### src/rtl/mult_div_unit_pkg.sv
// mult_div_unit_pkg: shared ALU operation codes and helpers
// for the iterative multiply/divide unit.
package mult_div_unit_pkg;

    typedef logic [3:0] aluop_t;

    localparam aluop_t OPMULT = 4'b1000;
    localparam aluop_t OPDIV  = 4'b1001;
    localparam aluop_t OPMFHI = 4'b1010;
    localparam aluop_t OPMFLO = 4'b1011;

    function automatic logic [31:0] mag32(input logic [31:0] v);
        return v[31] ? 32'(-v) : v;
    endfunction

endpackage

### src/rtl/mult_div_unit.sv
// mult_div_unit: signed 32x32 multiply and 32/32 divide,
// one bit per cycle, results in HI/LO.
module mult_div_unit
    import mult_div_unit_pkg::*;
#(
    parameter int WIDTH = 32
) (
    input  logic             iCLK,
    input  logic             iRST,
    input  logic             iStart,
    input  logic [3:0]       iALUCtrl,
    input  logic [WIDTH-1:0] iA,
    input  logic [WIDTH-1:0] iB,
    output logic             oBusy,
    output logic             oDone,
    output logic             oDivZero,
    output logic [WIDTH-1:0] oHI,
    output logic [WIDTH-1:0] oLO
);

    typedef enum logic [1:0] {
        S_IDLE,
        S_MUL,
        S_DIV,
        S_FIX
    } state_t;

    localparam int ITERS = 32;

    state_t               state;
    state_t               state_nx;
    logic [2*WIDTH-1:0]   acc;
    logic [WIDTH-1:0]     opnd;
    logic [5:0]           cnt;
    logic                 neg_a;
    logic                 neg_b;
    logic                 is_div;
    logic                 dz;
    logic                 done;
    logic [WIDTH-1:0]     hi;
    logic [WIDTH-1:0]     lo;

    logic                 op_ok;
    logic                 accept;
    logic                 b_zero;
    logic                 last;
    logic [WIDTH:0]       mul_sum;
    logic [WIDTH:0]       div_rem;
    logic [WIDTH:0]       div_diff;
    logic                 div_ge;
    logic [2*WIDTH-1:0]   prod;
    logic [WIDTH-1:0]     quo;
    logic [WIDTH-1:0]     rem;

    assign op_ok  = (iALUCtrl == OPMULT) || (iALUCtrl == OPDIV);
    assign accept = iStart && (state == S_IDLE) && op_ok;
    assign b_zero = (iB == '0);
    assign last   = (cnt == 6'(ITERS - 1));

    // Shift-add step: add multiplicand on LSB, shift right.
    assign mul_sum = {1'b0, acc[2*WIDTH-1:WIDTH]} + {1'b0, opnd};

    // Restoring step: shifted partial remainder is 33 bits wide.
    assign div_rem  = acc[2*WIDTH-1:WIDTH-1];
    assign div_diff = div_rem - {1'b0, opnd};
    assign div_ge   = !div_diff[WIDTH];

    assign prod = (neg_a ^ neg_b) ? -acc : acc;
    assign quo  = (neg_a ^ neg_b) ? -acc[WIDTH-1:0] : acc[WIDTH-1:0];
    assign rem  = neg_a ? -acc[2*WIDTH-1:WIDTH] : acc[2*WIDTH-1:WIDTH];

    always_ff @(posedge iCLK or posedge iRST) begin
        if (iRST) begin
            state <= S_IDLE;
        end else begin
            state <= state_nx;
        end
    end

    always_comb begin
        state_nx = state;
        case (state)
            S_IDLE: begin
                if (accept) begin
                    if (iALUCtrl == OPDIV) begin
                        state_nx = b_zero ? S_FIX : S_DIV;
                    end else begin
                        state_nx = S_MUL;
                    end
                end
            end
            S_MUL, S_DIV: begin
                if (last) begin
                    state_nx = S_FIX;
                end
            end
            S_FIX: state_nx = S_IDLE;
            default: state_nx = S_IDLE;
        endcase
    end

    always_ff @(posedge iCLK or posedge iRST) begin
        if (iRST) begin
            acc    <= '0;
            opnd   <= '0;
            cnt    <= '0;
            neg_a  <= 1'b0;
            neg_b  <= 1'b0;
            is_div <= 1'b0;
            dz     <= 1'b0;
            done   <= 1'b0;
            hi     <= '0;
            lo     <= '0;
        end else begin
            done <= (state == S_FIX);
            case (state)
                S_IDLE: begin
                    if (accept) begin
                        is_div <= (iALUCtrl == OPDIV);
                        neg_a  <= iA[WIDTH-1];
                        neg_b  <= iB[WIDTH-1];
                        cnt    <= '0;
                        dz     <= (iALUCtrl == OPDIV) && b_zero;
                        if (iALUCtrl == OPDIV) begin
                            acc  <= {{WIDTH{1'b0}}, mag32(iA)};
                            opnd <= b_zero ? iA : mag32(iB);
                        end else begin
                            acc  <= {{WIDTH{1'b0}}, mag32(iB)};
                            opnd <= mag32(iA);
                        end
                    end
                end
                S_MUL: begin
                    cnt <= cnt + 6'd1;
                    if (acc[0]) begin
                        acc <= {mul_sum, acc[WIDTH-1:1]};
                    end else begin
                        acc <= {1'b0, acc[2*WIDTH-1:1]};
                    end
                end
                S_DIV: begin
                    cnt <= cnt + 6'd1;
                    if (div_ge) begin
                        acc <= {div_diff[WIDTH-1:0], acc[WIDTH-2:0], 1'b1};
                    end else begin
                        acc <= {acc[2*WIDTH-2:0], 1'b0};
                    end
                end
                S_FIX: begin
                    // Zero divisor keeps the dividend raw in opnd.
                    if (dz) begin
                        hi <= opnd;
                        lo <= '1;
                    end else if (is_div) begin
                        hi <= rem;
                        lo <= quo;
                    end else begin
                        hi <= prod[2*WIDTH-1:WIDTH];
                        lo <= prod[WIDTH-1:0];
                    end
                end
                default: ;
            endcase
        end
    end

    assign oBusy    = (state != S_IDLE);
    assign oDone    = done;
    assign oDivZero = dz;
    assign oHI      = hi;
    assign oLO      = lo;

endmodule
### config.mk
export PLATFORM = sky130hd
export DESIGN_NAME = mult_div_unit
export DESIGN_NICKNAME = d
export VERILOG_FILES = /design/src/rtl/mult_div_unit_pkg.sv /design/src/rtl/mult_div_unit.sv
export SDC_FILE = /design/constraint.sdc
export NUM_CORES = 1
export LEC_CHECK = 0
export ABC_AREA = 0
export BUFFER_PORTS_ARGS = -buffer_cell sky130_fd_sc_hd__buf_2
export CAP_MARGIN = 20
export CELL_PAD_IN_SITES_DETAIL_PLACEMENT = 1
export CELL_PAD_IN_SITES_GLOBAL_PLACEMENT = 2
export CORE_MARGIN = 1
export CORE_UTILIZATION = 39
export CTS_CLUSTER_SIZE = 8
export DETAILED_ROUTE_END_ITERATION = 7
export PLACE_DENSITY_LB_ADDON = 0.08
export SLEW_MARGIN = 10
export SYNTH_ARGS = -nofsm -noshare
export SYNTH_HDL_FRONTEND = slang
export SYNTH_SLANG_ARGS = --single-unit
### constraint.sdc
create_clock -name iCLK -period 10.67 [get_ports iCLK]
set_clock_uncertainty 0.05 [all_clocks]
set_input_delay 2.134 -clock iCLK [delete_from_list [all_inputs] [get_ports iCLK]]
set_output_delay 2.134 -clock iCLK [all_outputs]
set_load 0.05 [all_outputs]
# Yosys cells after proc, flatten, opt, wreduce, memory -nomap -nowiden
# Cells that the tools add are included.
# word_totals
register_bits,173
in_bits,71
output_inout_bits,67
elab_cells,65
# op_classes
add_sub_neg,8
eq_ne,8
muxes,23
n_bitwise,1
n_reduce_logical,14
# ops
cell,count
32-bit two-way mux,11
64-bit two-way mux,4
64-bit case mux with 3 select lines,1
32-bit negation,4
64-bit negation,1
32-bit by 32-bit adder with 33-bit output,1
33-bit by 32-bit subtractor with 33-bit output,1
32-bit logical NOT,1
6-bit case mux with 2 select lines,1
"4-bit equality test, second input constant",2
2-bit AND reduction,4
"6-bit by 1-bit adder with 6-bit output, second input constant",1
"6-bit by 5-bit equality test with 1-bit output, second input constant",1
2-bit two-way mux,3
6-bit two-way mux,1
2-bit case mux with 3 select lines,1
"2-bit equality test, second input constant",2
2-bit nonzero test,2
1-bit logical AND,3
3-bit nonzero test,1
"2-bit by 1-bit equality test with 1-bit output, second input constant",1
2-bit logical NOT,1
"2-bit by 1-bit inequality test with 1-bit output, second input constant",1
"2-bit inequality test, second input constant",1
4 further kinds,4

# Depth between registers and ports, before layout
# Gate-level depths: netlist of the first run.
# depth
word_depth,5
depth_mapped,14
mapped_depth_nobuf,11

# Worst setup path before layout of the first run
# OpenSTA, ideal clock, no wires.
# synth_timing
path_type,input to register
start,in iB[14]
end,reg opnd[6]
setup_ns,0.131
arrival_time_ns,4.346
t_required_ns,10.489
path_slack_ns,6.143
cell_stages,9
path_buffers,1
path_cell_list,or4_1 -> nor3_1 -> nand4_1 -> or3_1 -> nor2_1 -> buf_2 -> a21oi_1 -> o2111ai_1 -> o21ai_0
# synth_via
elab_chain_cells,3
# synth_rtl
element,line_no,rtl
from (decl),mult_div_unit.sv:13,"input logic [WIDTH-1:0] iB,"
32-bit logical NOT,mult_div_unit.sv:57,assign b_zero = (iB == '0);
32-bit two-way mux,mult_div_unit.sv:126,opnd <= b_zero ? iA : mag32(iB);
32-bit two-way mux,mult_div_unit.sv:124,if (iALUCtrl == OPDIV) begin
to (signal assigned),mult_div_unit.sv:126,
to (signal assigned),mult_div_unit.sv:129,opnd <= mag32(iA);
to (decl),mult_div_unit.sv:33,logic [WIDTH-1:0] opnd;
# Every way passes these cells.
# A chain may end at the register's enable or synchronous reset.

# Final worst setup path of the first run
# layout_timing
start,in iB[14]
end,reg opnd[12]
# Same word-level chain as after synthesis.

==> results.txt, run 1 <==
Status - completed
Postcts setup bufs - 0
Largest net degree at the start of global routing - 74
H-tree depth - 4
Met1 Track Usage GR - 0.473
Final WL - 67400 µm
Critical-path maximum fanout - 21
Final period util - 0.491
Core Footprint - 0.0391 mm²
Register bit total from synthesis - 173
Row count - 72
Num CTS Buffers - 17
Critical Path End Type - flop
WP data required - 10.97 ns
Fmax achieved - 191 MHz
Worst-Margin Slew - 1.08 ns
Starting Density - 0.400
Max_cap viols - 0
Final std cells w/o fill - 2615
Peak supply drop - 0.141 mV
Number of setup violations in the final report - 0
Placed Cells - 2580
Area grow syn2layout - 10.5%
Router iterations before antenna repair - 6
Leak Pwr - 0.00735 µW
IO Pins - 138
Fraction of layout instances using a drive strength above 1 - 0.111
Top cells by area in the synthesized netlist - dfrtp_1, o21ai_0, a21oi_1
Total number of vias - 16.4k
Num Clock Sinks - 173
Grt ovf - 0
I/O Buffers - 137
Hpwl dp - 52500 µm
Unique masters post-synth - 82
Most used DFF post-synth - dfrtp_1
Clk slew on worst S/H paths - 0.08 ns
GPL Wtd Cong - 0.973
Sw Pwr - 3900 µW
Starting DRT DRC Count - 1215
First-pass GRT wire length - 102000 µm
Syn Inst Count - 2042
Sequential share of power - 0.227
Hold wc startpoint - oHI[0]
Clk pwr share - 0.099
Post-route ant nets - 0
FFs w/ async S/R, synth - 1.00
Crit path DAT - 5.53 ns
Hold buffer count at cts - 0
Pwr dens - 392 mW/mm²
Fin. max-slew vios - 0
Yosys top cell by area - dfrtp_1
Most common cell after layout, fill and taps aside - nand2_1
Die footprint - 0.0409 mm²
Root Driver - clkbuf_16
Multi-input gate area - 0.0105 mm²
Clock buffer depth - 2
Max_slew headroom - 0.282
Vias in the first global route - 16.1k
Reg-to-reg slack, setup - 5.92 ns
Area fraction of the dominant cell type after synthesis - 0.277
Global routing usage on met3 - 0.0540
Most frequent cells in the layout - nand2_1, o21ai_0, a21oi_1, dfrtp_1, nor2_1
Die Ht - 202 µm
DRC - 0
Avg Cell Area, Syn - 7.66 µm²
Vias per inst - 6.28
Busiest grt layer - met2
Post-CTS resize count - 0
RSZ-0062 raised after global routing - false
Type of the most critical hold path - flop to flop
CTS tree - yes
Setup TNS - 0 ns
FF/Latch Area - 0.00433 mm²
Final core utilization - 0.442
Crit path launch - iB[14]
R2r startpoint - opnd[22]
Die width - 202 µm
Final min period - 5.23 ns
Internal - 2860 µW
Post-Syn Nets - 2188
Mapped cell area - 0.0156 mm²
Worst skew pair latency - 0.48 ns
Net Sw Frac - 0.577
Warning count from the yosys run - 0
Avg WL per Cell - 25.8 µm
Share of the yosys chip area belonging to registers - 0.277
# fillers - 4844
GR Util met2 - 0.503
Nets - 2229
CP Class - primary input to flop
Post-synth EDFFs - 0
Worst Setup Start Kind - primary input
Initial antenna violation count - 5
Logic pwr share - 0.674
Gr usage total - 0.330
Final count of hold timing violations - 0
==> area by class of cell <==
type                       count  share of cell area
multi-input combinational   1660               0.610
sequential                   173               0.251
timing repair buffer         164              0.0528
tap                          518              0.0375
clock buffer                  18              0.0254
inverter                      67              0.0149
clock inverter                13             0.00877
antenna                        2            0.000290
==> Yosys cell counts, types with 9 or more instances <==
cell,instances
a31oi_1,36
a22oi_1,22
nand2_1,226
nor3_1,66
nand3_1,44
clkbuf_1,131
or4_1,14
mux2i_1,34
nor4_1,21
a211oi_1,26
nand4_1,19
nor2_1,171
o21ai_0,193
dfrtp_1,173
o21ai_1,9
ha_1,73
o211ai_1,29
a221o_1,19
a21o_1,27
a22o_1,14
o221ai_1,9
xor2_1,65
o31ai_1,39
o21a_1,17
and2_1,13
inv_1,65
nor2b_1,10
a21oi_1,189
or3_1,19
and3_1,10
xnor2_1,102
nand2b_1,14
==> worst max-delay path: stages <==
cell and delay [ns]:
buf_2 0.11, or4_1 0.56, nor3_1 0.42, nand4_1 0.44
or3_1 0.75, nor2_1 0.53, buf_6 0.23, a21oi_1 0.05
o221ai_1 0.18, o21ai_0 0.10
==> per-layer routing <==
layer,vias to the layer above,wire (µm)
met4,4,1830
met5,-,23
met1,8231,31500
li1,7565,-
met2,526,29600
met3,89,4470
==> path summary, 6_finish.rpt <==
check	end	depth (start not counted)
setup / recovery	opnd[12]	10
hold / removal	oHI[0]	1
setup reg to reg	acc[61]	10
hold reg to reg	oHI[0]	1
max in group asynchronous	opnd[28]	4
min in group asynchronous	oLO[12]	2
==> power groups by stage <==
stage               Combinational (µW)  Clock [µW]  Sequential, µW
finish                            4560         666            1540
detailed placement                4500           0            1530
floorplan                         2980           0            1610
global route                      4970         695            1560
global placement                  4440           0            1520
CTS                               4530         670            1520
==> flip-flops by register name, summed over array words and instances, names as in the netlist <==
name / flops
oHI: 32
acc: 64
oLO: 32
state: 2
opnd: 32
neg_a: 1
is_div: 1
neg_b: 1
oDivZero: 1
oDone: 1
cnt: 6
==> metrics by stage <==
| step | setup slack, ns | hold slack [ns] | area (µm²) | total power (µW) |
|---|---|---|---|---|
| 3_5_place_dp | 4.95 | 0.424 | 16600 | 6030 |
| 3_3_place_gp | 4.64 | 0.419 | 16600 | 5960 |
| 6_report | 5.44 | 0.434 | 17300 | 6760 |
| 5_1_grt | 5.18 | 0.452 | 17300 | 7230 |
| 4_1_cts | 5.44 | 0.443 | 17200 | 6710 |
| 2_1_floorplan | 3.80 | 0.425 | 15600 | 4590 |
==> cell families (layout without fill, tap and decap cells) <==
group,Yosys count,after routing,share of synthesized area
and+or+nand+nor,658,658,0.197
AOI/OAI and AO/OA,719,719,0.293
adders and majority gates,75,75,0.0610
buffers and inverters,209,262,0.0511
xor gates and xnor gates,167,167,0.0936
other,0,2,0
DFF,173,173,0.277
muxes,41,41,0.0268
No activity file was read; power rests on OpenSTA's default activity.
==> run 2, diff against run 1 <==
ABC_AREA = 1   (was 0)
CORE_UTILIZATION = 33   (was 39)
clock period = 5.3 ns   (was 10.67 ns; I/O delays follow)
==> results.txt, run 2 <==
Status - completed
Post-route ant nets - 0 (unchanged)
Max_slew headroom - 0.336 (+0.0541)
Max_cap viols - 0 (unchanged)
Starting DRT DRC Count - 1257 (+3.5%)
Final period util - 0.651
Post-Syn Nets - 3400 (+55%)
Clock buffer depth - 2 (unchanged)
Top cells by count, synth - nand2_1, inv_1, nor2_1, nand3_1, a21oi_1
Share of the yosys chip area belonging to registers - 0.232 (-0.0447)
Num CTS Buffers - 17 (unchanged)
Fraction of layout instances using a drive strength above 1 - 0.0793 (-0.0314)
Avg Cell Area, Syn - 5.73 µm² (-25%)
Die width - 240 µm (+19%)
Warning count from the yosys run - 0 (unchanged)
Critical-path maximum fanout - 13 (-38%)
Most used DFF post-synth - dfrtp_1
WP data required - 5.64 ns (-5.33 ns)
Yosys top cell by area - nand2_1
Initial antenna violation count - 0 (-5)
RR Endpoint - acc[62]
Router iterations before antenna repair - 5 (-1)
Num Clock Sinks - 173 (unchanged)
Avg WL per Cell - 23.4 µm (-9.3%)
Starting Density - 0.337 (-0.0634)
Top cells by area in the synthesized netlist - nand2_1, dfrtp_1, inv_1
Total number of vias - 22.1k (+35%)
FF/Latch Area - 0.00433 mm² (unchanged)
Number of setup violations in the final report - 0 (unchanged)
Worst skew pair latency - 0.50 ns (+0.02 ns)
Final WL - 95600 µm (+42%)
DRC - 0 (unchanged)
Area grow syn2layout - 10.7%
Final min period - 3.45 ns
Final count of hold timing violations - 0 (unchanged)
Mapped cell area - 0.0186 mm² (+19%)
Post-CTS resize count - 0 (unchanged)
Setup TNS - 0 ns (unchanged)
Register bit total from synthesis - 173 (unchanged)
Type of the most critical hold path - primary input to async pin
Most frequent cells in the layout - nand2_1, inv_1, nor2_1, nand3_1, a21oi_1
GPL Wtd Cong - 0.994 (+2.2%)
# fillers - 7622 (+57%)
Peak supply drop - 0.408 mV (+190%)
Final core utilization - 0.373 (-0.0690)
Critical Path End Type - flop
Clk slew on worst S/H paths - 0.09 ns (about the same)
Crit path DAT - 3.79 ns (-1.74 ns)
Most common cell after layout, fill and taps aside - nand2_1
Fin. max-slew vios - 0 (unchanged)
Largest reg by FF count - acc
RSZ-0062 raised after global routing - false
Pwr dens - 763 mW/mm² (+95%)
Hpwl dp - 78300 µm (+49%)
Reg-to-reg slack, setup - 1.85 ns (-4.07 ns)
Gr usage total - 0.336 (+0.00630)
Largest net degree at the start of global routing - 117 (+58%)
# diodes - 0 (-2)
Grt ovf - 0 (unchanged)
Fmax achieved - 290 MHz
R2r startpoint - acc[32]
CP Class - flop to flop
Root Driver - clkbuf_16
Worst-Margin Slew - 0.995 ns (-0.0810 ns)
Post-synth EDFFs - 0 (unchanged)
Nets - 3474 (+56%)
First-pass GRT wire length - 142000 µm (+39%)
Worst Setup Start Kind - flop
IO Pins - 138 (unchanged)
Worst-case reg-to-reg path depth - 18 (+8)
Hold buffer count at cts - 0 (unchanged)
CTS tree - yes
I/O Buffers - 137 (unchanged)
Vias per inst - 5.40 (-14%)
Max FFs per register - 64 (unchanged)
Vias in the first global route - 22.4k (+40%)
Leak Pwr - 0.0113 µW (+53%)
Die footprint - 0.0575 mm² (+41%)
Area fraction of the dominant cell type after synthesis - 0.234 (-0.0426)
FFs w/ async S/R, synth - 1.00 (unchanged)
Die Ht - 240 µm (+19%)
H-tree depth - 4 (unchanged)
Syn Inst Count - 3254 (+59%)
Multi-input gate area - 0.0122 mm² (+16%)
Row count - 86 (+19%)
Most frequent cell after synthesis - nand2_1
Core Footprint - 0.0554 mm² (+42%)
Unique masters post-synth - 49 (-40%)
Postcts setup bufs - 0 (unchanged)
## run 2: cell count changes after synthesis, sizes merged, moves of 37 or more
cell,change
nand3,+241
o31ai,-37
nor2,+158
nand2,+957
xnor2,-85
clkbuf,-51
inv,+377
## run 2: logic make-up after synthesis
group                    Yosys count  synth area share
AND/OR/NAND/NOR                 1904             0.426
buffers and inverters            553             0.115
flip-flops                       173             0.232
XOR/XNOR                          63            0.0296
adder cells (fa/ha/maj)           75            0.0511
AO/OA/AOI/OAI                    486             0.146
## run 2: layout make-up
type                            instances  share of cell area
Clock buffer                           17              0.0206
Clock inverter                         15             0.00945
Inverter                              444              0.0809
Multi-Input combinational cell       2528               0.590
Sequential cell                       173               0.210
Tap cell                              748              0.0453
Timing Repair Buffer                  164              0.0442
## run 2: how the worst max path moves through the flow
stage	start	end	slack, ns	cells after the start
final	acc[32]	acc[62]	1.85	18
after global routing	acc[32]	acc[62]	1.67	18
after CTS	acc[32]	acc[61]	1.91	18
after detailed placement	iALUCtrl[3]	acc[28]	1.58	13
after global placement	iALUCtrl[3]	acc[23]	1.67	13
after floorplan	iRST	acc[0]	1.98	1
## run 2: critical path, stage by stage, from the launching register on
cell	delay, ns
dfrtp_1	0.59
inv_1	0.32
fa_1	0.60
inv_1	0.11
nand3_1	0.08
nand2_2	0.14
nand2_2	0.06
nand2_2	0.10
nand2_2	0.07
nand2_2	0.08
nand2_4	0.08
nand2_4	0.10
nand2_2	0.16
nand3_1	0.45
nand2_1	0.10
nand2_1	0.08
nand2_1	0.05
nand2_1	0.05
nand2_1	0.05
## run 2: metal layers
metal / vias up / global-route usage / share of wire
met5: - / 0 / 0
met3: 159 / 0.0377 / 0.041
met4: 0 / 0.190 / 0.060
met1: 10800 / 0.419 / 0.43
met2: 582 / 0.561 / 0.47
li1: 10600 / - / -
## run 2: per-stage QoR
step	setup slack (ns)	hold WS, ns	cells	instance area (µm²)	total power (µW)
2_1_floorplan	1.98	0.416	3254	18700	10300
3_3_place_gp	1.67	0.407	4056	20000	14000
3_5_place_dp	1.58	0.411	4056	20000	14200
4_1_cts	1.91	0.361	4088	20600	15600
5_1_grt	1.67	0.377	4089	20700	17000
6_report	1.85	0.383	4089	20700	15700
## run 2: power breakdown
group	leakage [µW]	switching (µW)	internal, µW
combinational	0.00881	8390	3160
sequential	0.00216	894	1920
clock	0.000303	699	680
